===== config.mk =====
export PLATFORM = sky130hd
export DESIGN_NAME = pc_reg
export DESIGN_NICKNAME = d
export VERILOG_FILES = /design/src/rtl/pc_pkg.sv /design/src/rtl/pc_next.sv /design/src/rtl/pc_reg.sv
export SDC_FILE = /design/constraint.sdc
export NUM_CORES = 1
export LEC_CHECK = 0
export ABC_AREA = 1
export CORE_ASPECT_RATIO = 0.8
export CORE_MARGIN = 3
export CORE_UTILIZATION = 49
export CTS_CLUSTER_SIZE = 20
export DETAILED_ROUTE_END_ITERATION = 12
export HOLD_SLACK_MARGIN = 0.12
export PLACE_DENSITY = 0.87
export RECOVER_POWER = 100
export SETUP_SLACK_MARGIN = 0.15
export SLEW_MARGIN = 25
export SYNTH_ARGS = -nofsm -noshare
export SYNTH_HDL_FRONTEND = slang
export SYNTH_SLANG_ARGS = --single-unit

===== constraint.sdc =====
create_clock -name clk -period 2.65 [get_ports clk]
set_input_delay 0.53 -clock clk [delete_from_list [all_inputs] [get_ports clk]]
set_output_delay 0.53 -clock clk [all_outputs]
set_load 0.03 [all_outputs]

===== src/rtl/pc_pkg.sv =====
// Shared program-counter definitions for the 24-bit datapath.
// Holds the default width, reset vector, increment step and address type.
package pc_pkg;

    localparam int unsigned PC_WIDTH = 24;

    localparam logic [PC_WIDTH-1:0] PC_RESET_VEC = 24'd0;
    localparam logic [PC_WIDTH-1:0] PC_INC_STEP  = 24'd1;

    typedef logic [PC_WIDTH-1:0] pc_addr_t;

endpackage


===== src/rtl/pc_next.sv =====
// Next-PC selection: priority mux of hold / load / increment / keep.
// Ports: pc_q (current PC), ins_in, write, pc_inc, hold (PC_HOLD_EN), pc_d.
module pc_next
    import pc_pkg::*;
#(
    parameter int unsigned      WIDTH    = PC_WIDTH,
    parameter logic [WIDTH-1:0] INC_STEP = WIDTH'(PC_INC_STEP)
) (
    input  logic [WIDTH-1:0] pc_q,
    input  logic [WIDTH-1:0] ins_in,
    input  logic             write,
    input  logic             pc_inc,
`ifdef PC_HOLD_EN
    input  logic             hold,
`endif
    output logic [WIDTH-1:0] pc_d
);

    logic [WIDTH-1:0] pc_inc_val;

    // Wraps naturally modulo 2^WIDTH.
    assign pc_inc_val = pc_q + INC_STEP;

    always_comb begin
        pc_d = pc_q;
`ifdef PC_HOLD_EN
        if (hold) begin
            pc_d = pc_q;
        end else
`endif
        if (write) begin
            pc_d = ins_in;
        end else if (pc_inc) begin
            pc_d = pc_inc_val;
        end
    end

endmodule


===== src/rtl/pc_reg.sv =====
// Program-counter register: load absolute address or step to next instr.
// Ports: clk, reset (sync, active-high), write, PC_INC, ins_in, ins_out,
// hold (only when PC_HOLD_EN is defined; freezes the PC for stalls).
module pc_reg
    import pc_pkg::*;
#(
    parameter int unsigned      WIDTH     = PC_WIDTH,
    parameter logic [WIDTH-1:0] RESET_VEC = WIDTH'(PC_RESET_VEC),
    parameter logic [WIDTH-1:0] INC_STEP  = WIDTH'(PC_INC_STEP)
) (
    input  logic             clk,
    input  logic             reset,
    input  logic             write,
    input  logic             PC_INC,
`ifdef PC_HOLD_EN
    input  logic             hold,
`endif
    input  logic [WIDTH-1:0] ins_in,
    output logic [WIDTH-1:0] ins_out
);

    logic [WIDTH-1:0] pc_q;
    logic [WIDTH-1:0] pc_d;

    pc_next #(
        .WIDTH    (WIDTH),
        .INC_STEP (INC_STEP)
    ) u_pc_next (
        .pc_q   (pc_q),
        .ins_in (ins_in),
        .write  (write),
        .pc_inc (PC_INC),
`ifdef PC_HOLD_EN
        .hold   (hold),
`endif
        .pc_d   (pc_d)
    );

    // Reset sits outside the mux so it overrides hold as well.
    always_ff @(posedge clk) begin
        if (reset) begin
            pc_q <= RESET_VEC;
        end else begin
            pc_q <= pc_d;
        end
    end

    assign ins_out = pc_q;

endmodule


==> Word-level counts from Yosys, hierarchy flattened <==
Index checks and enable logic that the tools add are counted.
{ "totals": {"ff_bits": 24, "in_bits": 28, "output_inout_bits": 24, "elab_cells": 5} }
{ "op_classes": {"addsub": 1, "mux": 2, "n_reduce_logical": 1} }
{ "ops": {"columns": ["operator", "count"], "rows": [
  ["24-bit two-way mux", 2],
  ["24-bit by 1-bit adder with 24-bit output (second input constant)", 1],
  ["2-bit nonzero test", 1]
]} }

==> Depth between registers and ports, before layout <==
Gate-level depths: netlist (run 1).
{ "depth": {"ltp_word": 3, "ltp_mapped": 9, "ltp_nobuf": 9} }

==> Hierarchy <==
A second synthesis (run 1) with hierarchy kept.
{ "unflattened": {"cells_unflattened": 295, "hier_area_um2": 1681.6} }
{ "by_module_without_submodules": {"columns": ["mod", "instances", "cells_each", "area_per_inst_um2", "seq_area_each_um2"], "rows": [
  ["pc_next", 1, 221, 998.5, 0.0],
  ["pc_reg", 1, 74, 683.2, 480.5]
]} }

==> Worst setup path after synthesis (run 1) <==
OpenSTA, ideal clock, no wires.
{ "synth_path": {"kind": "flip-flop to flip-flop", "startpoint": "reg pc_q[0] (netlist: ins_out[0])", "endpoint": "reg pc_q[18] (netlist: ins_out[18])", "setup_ps": 134, "t_arrival_ps": 1465, "required_ps": 2516, "path_slack_ps": 1051, "stages_incl_launch_ff": 9, "path_buffers": 0, "period_less_slack_ps": 1599, "path_cell_list": "dfxtp_1 -> ha_1 -> nand2_1 -> nor2_2 -> nand2_1 -> nor2_4 -> nand3_1 -> nand3_1 -> a21oi_1"} }
{ "synth_between": {"elab_chain_cells": 3} }
{ "synth_lines": {"columns": ["item", "line", "source"], "rows": [
  ["from (decl)", "pc_reg.sv:22", "logic [WIDTH-1:0] pc_q;"],
  ["from (signal assigned)", "pc_reg.sv:44", "pc_q <= pc_d;"],
  ["24-bit by 1-bit adder with 24-bit output", "pc_next.sv:22", "assign pc_inc_val = pc_q + INC_STEP;"],
  ["24-bit two-way mux", "pc_next.sv:33", "end else if (pc_inc) begin"],
  ["24-bit two-way mux", "pc_next.sv:31", "if (write) begin"]
]} }
No other way between the ends. The select of a mux whose other input is x is not followed.
A chain may end at the register's enable or synchronous reset.

==> Worst setup path after layout (run 1) <==
{ "layout_path": {"startpoint": "in write", "endpoint": "reg pc_q[8] (netlist: ins_out[8])"} }
{ "layout_between": {"elab_chain_cells": 1, "word_cells_on_any_way": 2, "classes_between": "mux (1); reduce/logical (1)"} }
{ "layout_lines": {"columns": ["item", "line", "source"], "rows": [
  ["from (decl)", "pc_reg.sv:13", "input logic write,"],
  ["24-bit two-way mux / 2-bit nonzero test (equally long branches)", null, null]
]} }
Parallel ways exist; a longest one is shown, timed or not.

==> results_dict.tcl, run 1 <==
set metrics [dict create \
    period_minus_slack_ns 2.19 \
    placeableCoreArea_um2 2890 \
    yosysSeqAreaShare_pct 30.8 \
    syn2layout_area_growth_pct 37.6 \
    drt_iter0_markers 227 \
    path_max_fanout 19 \
    endpoint "ins_out[8]$_SDFFE_PP0P_" \
    postLayoutCellArea_um2 2150 \
    yosysTopAreaCell "dfxtp_1" \
    port_buffers 51 \
    first_pass_iters 4 \
    synth_flop_cell "dfxtp_1" \
    drive_above_1_share_pct 6.55 \
    synth.top_cell.area_share_pct 30.8 \
    multi_input_area_um2 956 \
    dpl_cell_area_um2 2110 \
    routed_wl_mm 4.31 \
    grt_pass1_vias 1524 \
    synthTopCellsByArea "dfxtp_1 (31%), nand2_1 (16%), nand3_1 (8.0%)" \
    ant_nets 0 \
    netlist_area_um2 1560 \
    syn_area_per_cell_um2 6.53 \
    clkTransAtPathRegs_ns 0.08 \
    fp-row-count 17 \
    overflow 0 \
    cts_resized 0 \
    post_cts_buffers 0 \
    async_flop_share_pct 0 \
    yosysWarnings 0 \
    cts_root_buffer "clkbuf_8" \
    track_usage_pct 22.4 \
    regArea_um2 480 \
    cts.sinks 24 \
    die-area_um2 3900 \
    r2r-end "ins_out[22]$_SDFFE_PP0P_" \
    fmaxAchievable_ghz 0.456 \
    critPathRequiredTime_ns 2.85 \
    nets 321 \
    rsz0062_at_grt "false" \
    rr_startpoint "ins_out[0]$_SDFFE_PP0P_" \
    antenna_found_initial 0 \
    clock_skew_ns 0.00294 \
    via_count 1775 \
    grt_pass1_wl_mm 7.25 \
    worstMarginPinSlew_ns 0.613 \
    grt_max_degree 20 \
    hp-class "reg2reg" \
    drv_slew 0 \
    htree_num_levels 1 \
    wl_per_cell_um 13.1 \
    fin_crit_sh_pct 82.8 \
    setup_viol_count_final 0 \
    arrival_ns 2.39 \
    nFillCells 245 \
    reg2reg_depth 9 \
    startpoint "write" \
    max_slew_margin_pct 59.1 \
    end_kind "flip-flop" \
    p_leak_nw 0.868 \
    status "completed" \
    ir_drop_v 0.000389 \
    final_hold_viol_count 0 \
    gp_congestion 0.895 \
    antenna-diode-count 0 \
    synth_cell_types 24 \
    netlist_instances 239 \
    cap_violations 0 \
    drc_errors 0 \
    startpoint_type "primary input" \
    die_width_um 69.1 \
    synth_edf_count 0 \
    ys_top_cells_by_count "nand2_1 (66), nand3_1 (25), dfxtp_1 (24)" \
    clk_latency_ns 0.26 \
    largest_reg_flops 24 \
    p_total_uw 836 \
    dpl.hpwl_mm 3.25 \
    path_class "in2reg" \
    clock_path_buffers 2 \
    viasPerCell 5.41 \
    hold_ws_ns 0.552 \
    numCtsBuffers 3 \
    tns_ns 0 \
    yosysMostFrequentCell "nand2_1" \
    initial_core_util_pct 54.0 \
    hold_buffers 0 \
    syn-num-nets 268 \
    fp.dieH_um 56.5 \
    yosys_register_bits 24 \
    tritoncts "done" \
    r2r_slack_ns 1.00 \
    io-pin-count 52 \
    p_per_area_nw_per_um2 389 \
]
## report_power, final
part	leakage, nW	switching (mW)	internal (mW)
clock network	0.0216	0.113	0.102
registers	0.198	0.0326	0.383
logic	0.648	0.110	0.0960
total	0.868	0.256	0.580
## placed cells by master, fill, tap and decap left out
| master | netlist | final |
|---|---|---|
| nand2_1 | 66 | 66 |
| clkdlybuf4s50_1 | 0 | 26 |
| nand3_1 | 25 | 25 |
| dlygate4sd3_1 | 0 | 25 |
| dfxtp_1 | 24 | 24 |
| nor2_1 | 23 | 23 |
| inv_1 | 19 | 21 |
| a21oi_1 | 16 | 17 |
| a22oi_1 | 16 | 16 |
| o21ai_0 | 8 | 8 |
| o21bai_1 | 5 | 5 |
| xnor2_1 | 4 | 4 |
| a31oi_1 | 4 | 4 |
| nor2_2 | 3 | 3 |
| nand4_1 | 3 | 3 |
| nor2_4 | 3 | 3 |
| clkbuf_8 | 0 | 3 |
| buf_4 | 0 | 3 |
| inv_2 | 4 | 2 |
| nand2_2 | 2 | 2 |
| xor2_1 | 2 | 2 |
| nor2_8 | 1 | 1 |
| nand2_4 | 1 | 1 |
| a21oi_2 | 2 | 1 |
| ha_1 | 1 | 1 |
| clkbuf_1 | 5 | 1 |
## critical path, stage by stage
cell and delay [ns]:
dlygate4sd3_1 0.66, inv_1 0.16, nand2_1 0.11, inv_1 0.47, nand2_1 0.15, o21ai_0 0.09
o21ai_0 0.09, a21oi_1 0.12
## metal layers
metal / up-vias / routed length, um / share of wire (%) / global-route usage (%)
li1: 900 / - / - / -
met1: 782 / 1980 / 46 / 33.0
met2: 89 / 1930 / 45 / 34.0
met3: 4 / 371 / 8.6 / 5.19
met4: 0 / 23 / 0.53 / 2.79
met5: - / 0 / 0 / 0
## worst min-delay path by stage
stage                                  from  slack [ns]  cells past startpoint                      end
floorplan           ins_out[6]$_SDFFE_PP0P_        0.65                      2  ins_out[6]$_SDFFE_PP0P_
global placement    ins_out[4]$_SDFFE_PP0P_        0.53                      2  ins_out[4]$_SDFFE_PP0P_
detailed placement  ins_out[4]$_SDFFE_PP0P_        0.54                      2  ins_out[4]$_SDFFE_PP0P_
CTS                 ins_out[4]$_SDFFE_PP0P_        0.56                      2  ins_out[4]$_SDFFE_PP0P_
global route        ins_out[4]$_SDFFE_PP0P_        0.58                      2  ins_out[4]$_SDFFE_PP0P_
finish              ins_out[4]$_SDFFE_PP0P_        0.55                      2  ins_out[4]$_SDFFE_PP0P_
## kinds of logic after synthesis
| kind of cell | after synthesis | share of synthesized area [%] |
|---|---|---|
| AO/OA/AOI/OAI | 51 | 20.5 |
| AND/OR/NAND/NOR | 127 | 36.8 |
| buffers and inverters | 30 | 7.77 |
| adder cells (fa/ha/maj) | 1 | 0.801 |
| flip-flops | 24 | 30.8 |
| XOR/XNOR | 6 | 3.37 |
## stage by stage
stage | worst slack [ns] | util (%) | cells
floorplan | 1.05 | - | 239
finish | 0.457 | 74.3 | 328
global route | 0.320 | 74.3 | 328
detailed placement | 0.530 | 73.1 | 325
CTS | 0.662 | 74.5 | 328
global placement | 0.590 | 73.1 | 325
## area by class of cell
cell class / count / share of cell area [%]
clock buffer: 3 / 1.92
inverter: 23 / 4.02
multi-input combinational: 185 / 44.5
sequential: 24 / 22.4
tap: 38 / 2.21
timing repair buffer: 55 / 25.0
Power figures use the tool's default switching activity.
==> run 2, diff against run 1 <==
Settings changed: CORE_UTILIZATION 49 to 46, PLACE_DENSITY 0.87 to 0.82.
Clock period 2.65 ns to 2.1 ns, I/O delays scaled along.
==> run 2 against run 1 <==
Net effect: global-route usage decreased by 0.41 points; clock power rose by 52%; clock skew increased by 0.00080 ns; sequential power grew 27%; non-clock buffer count unchanged; critical path depth decreased by 7; sequential share of layout area is 0.12 points higher; register-to-register slack got worse by 0.65 ns; first-iteration DRC count is 48% lower; core utilization decreased by 7.0 points; combinational power increased by 26%; critical endpoint is now ins_out[16].
==> results_dict.tcl, run 2 (synthesized netlist as in run 1, its figures left out) <==
set metrics [dict create \
    port_buffers 51 \
    clk_latency_ns 0.27 \
    first_pass_iters 4 \
    fp-row-count 18 \
    min_path_cells 2 \
    path_max_fanout 7 \
    fmaxAchievable_ghz 0.520 \
    dp_cells 327 \
    nets 321 \
    clock_skew_ns 0.00374 \
    dpl.hpwl_mm 3.35 \
    period_minus_slack_ns 1.92 \
    die_width_um 71.1 \
    hp-start "ins_out[6]$_SDFFE_PP0P_" \
    syn2layout_area_growth_pct 36.9 \
    slowest_delay_ns 0.78 \
    hold_ws_ns 0.578 \
    postLayoutCellArea_um2 2140 \
    antenna_found_initial 0 \
    cap_violations 0 \
    layout.cells.non_filler 331 \
    die-area_um2 4130 \
    startpoint_type "flip-flop" \
    rr_startpoint "ins_out[0]$_SDFFE_PP0P_" \
    grt_pass1_wl_mm 7.38 \
    tns_ns 0 \
    place_ws_ns 0.230 \
    antenna-diode-count 0 \
    drv_slew 0 \
    drc_errors 0 \
    drive_above_1_share_pct 6.53 \
    hp-class "reg2reg" \
    final_common_cell "nand2_1" \
    via_count 1769 \
    numCtsBuffers 3 \
    ant_nets 0 \
    initial_core_util_pct 49.2 \
    grt_pass1_vias 1670 \
    worstMarginPinSlew_ns 0.453 \
    p_total_mw 1.11 \
    crit_chain "dlygate4sd3_1" \
    wl_per_cell_um 13.2 \
    placeableCoreArea_um2 3180 \
    htree_num_levels 1 \
    io-pin-count 52 \
    dpl_cell_area_um2 2120 \
    path_buf_inv 1 \
    arrival_ns 1.50 \
    clkTransAtPathRegs_ns 0.09 \
    fp.dieH_um 58.1 \
    p_leak_nw 0.872 \
    viasPerCell 5.34 \
    crit_slowest_cell "dlygate4sd3_1" \
    ir_drop_v 0.000310 \
    crit_cells 1 \
    crit_family "buffers and inverters" \
    hold_buffers 0 \
    overflow 0 \
    fin_crit_sh_pct 91.5 \
    drt_iter0_markers 118 \
    startpoint "ins_out[16]$_SDFFE_PP0P_" \
    path_class "reg2out" \
    cts.sinks 24 \
    p_per_area_nw_per_um2 519 \
    end_kind "output pin" \
    clock_path_buffers 2 \
    setup_ws_ns 0.178 \
    reg2reg_depth 9 \
    tritoncts "done" \
    final_hold_viol_count 0 \
    post_cts_buffers 0 \
    max_slew_margin_pct 69.8 \
    routed_wl_mm 4.38 \
    largest_reg_flops 24 \
    final_util_pct 67.3 \
    status "completed" \
    track_usage_pct 22.0 \
    critPathRequiredTime_ns 1.68 \
    grt_max_degree 23 \
    cts_resized 0 \
    final_cell_mix "nand2_1 (66), nor2_1 (26), clkdlybuf4s50_1 (26)" \
    rsz0062_at_grt "false" \
    setup_viol_count_final 0 \
    cts_root_buffer "clkbuf_8" \
    gp_congestion 0.831 \
]
run 2: worst paths after layout:
kind	to	slack, ns
max	ins_out[16]	0.18
min	ins_out[6]$_SDFFE_PP0P_	0.58
max reg2reg	ins_out[22]$_SDFFE_PP0P_	0.35
min reg2reg	ins_out[6]$_SDFFE_PP0P_	0.58
run 2: final cells by class:
type                            instances  area (um^2)
Fill cell                             308         1040
Sequential cell                        24          480
Multi-Input combinational cell        185          933
Timing Repair Buffer                   55          532
Inverter                               23         86.3
Tap cell                               40         50.0
Clock buffer                            4         55.1
run 2: per-layer routing:
metal / global-route usage [%] / part of all wire [%] / vias to the layer above
li1: - / - / 902
met1: 29.1 / 46 / 810
met2: 36.4 / 47 / 53
met3: 4.33 / 6.0 / 4
met4: 6.43 / 0.78 / 0
met5: 0 / 0 / -
run 2: where the power goes:
part | internal (mW) | total, mW | switching, mW
Combinational | 0.120 | 0.259 | 0.139
Clock | 0.168 | 0.325 | 0.157
Sequential | 0.483 | 0.525 | 0.0418
==> run 3, diff against run 2 <==
Settings changed: CAP_MARGIN set to 20.
==> results of run 3 <==
No change in the layout: final DEF, timing and power equal those of run 2.
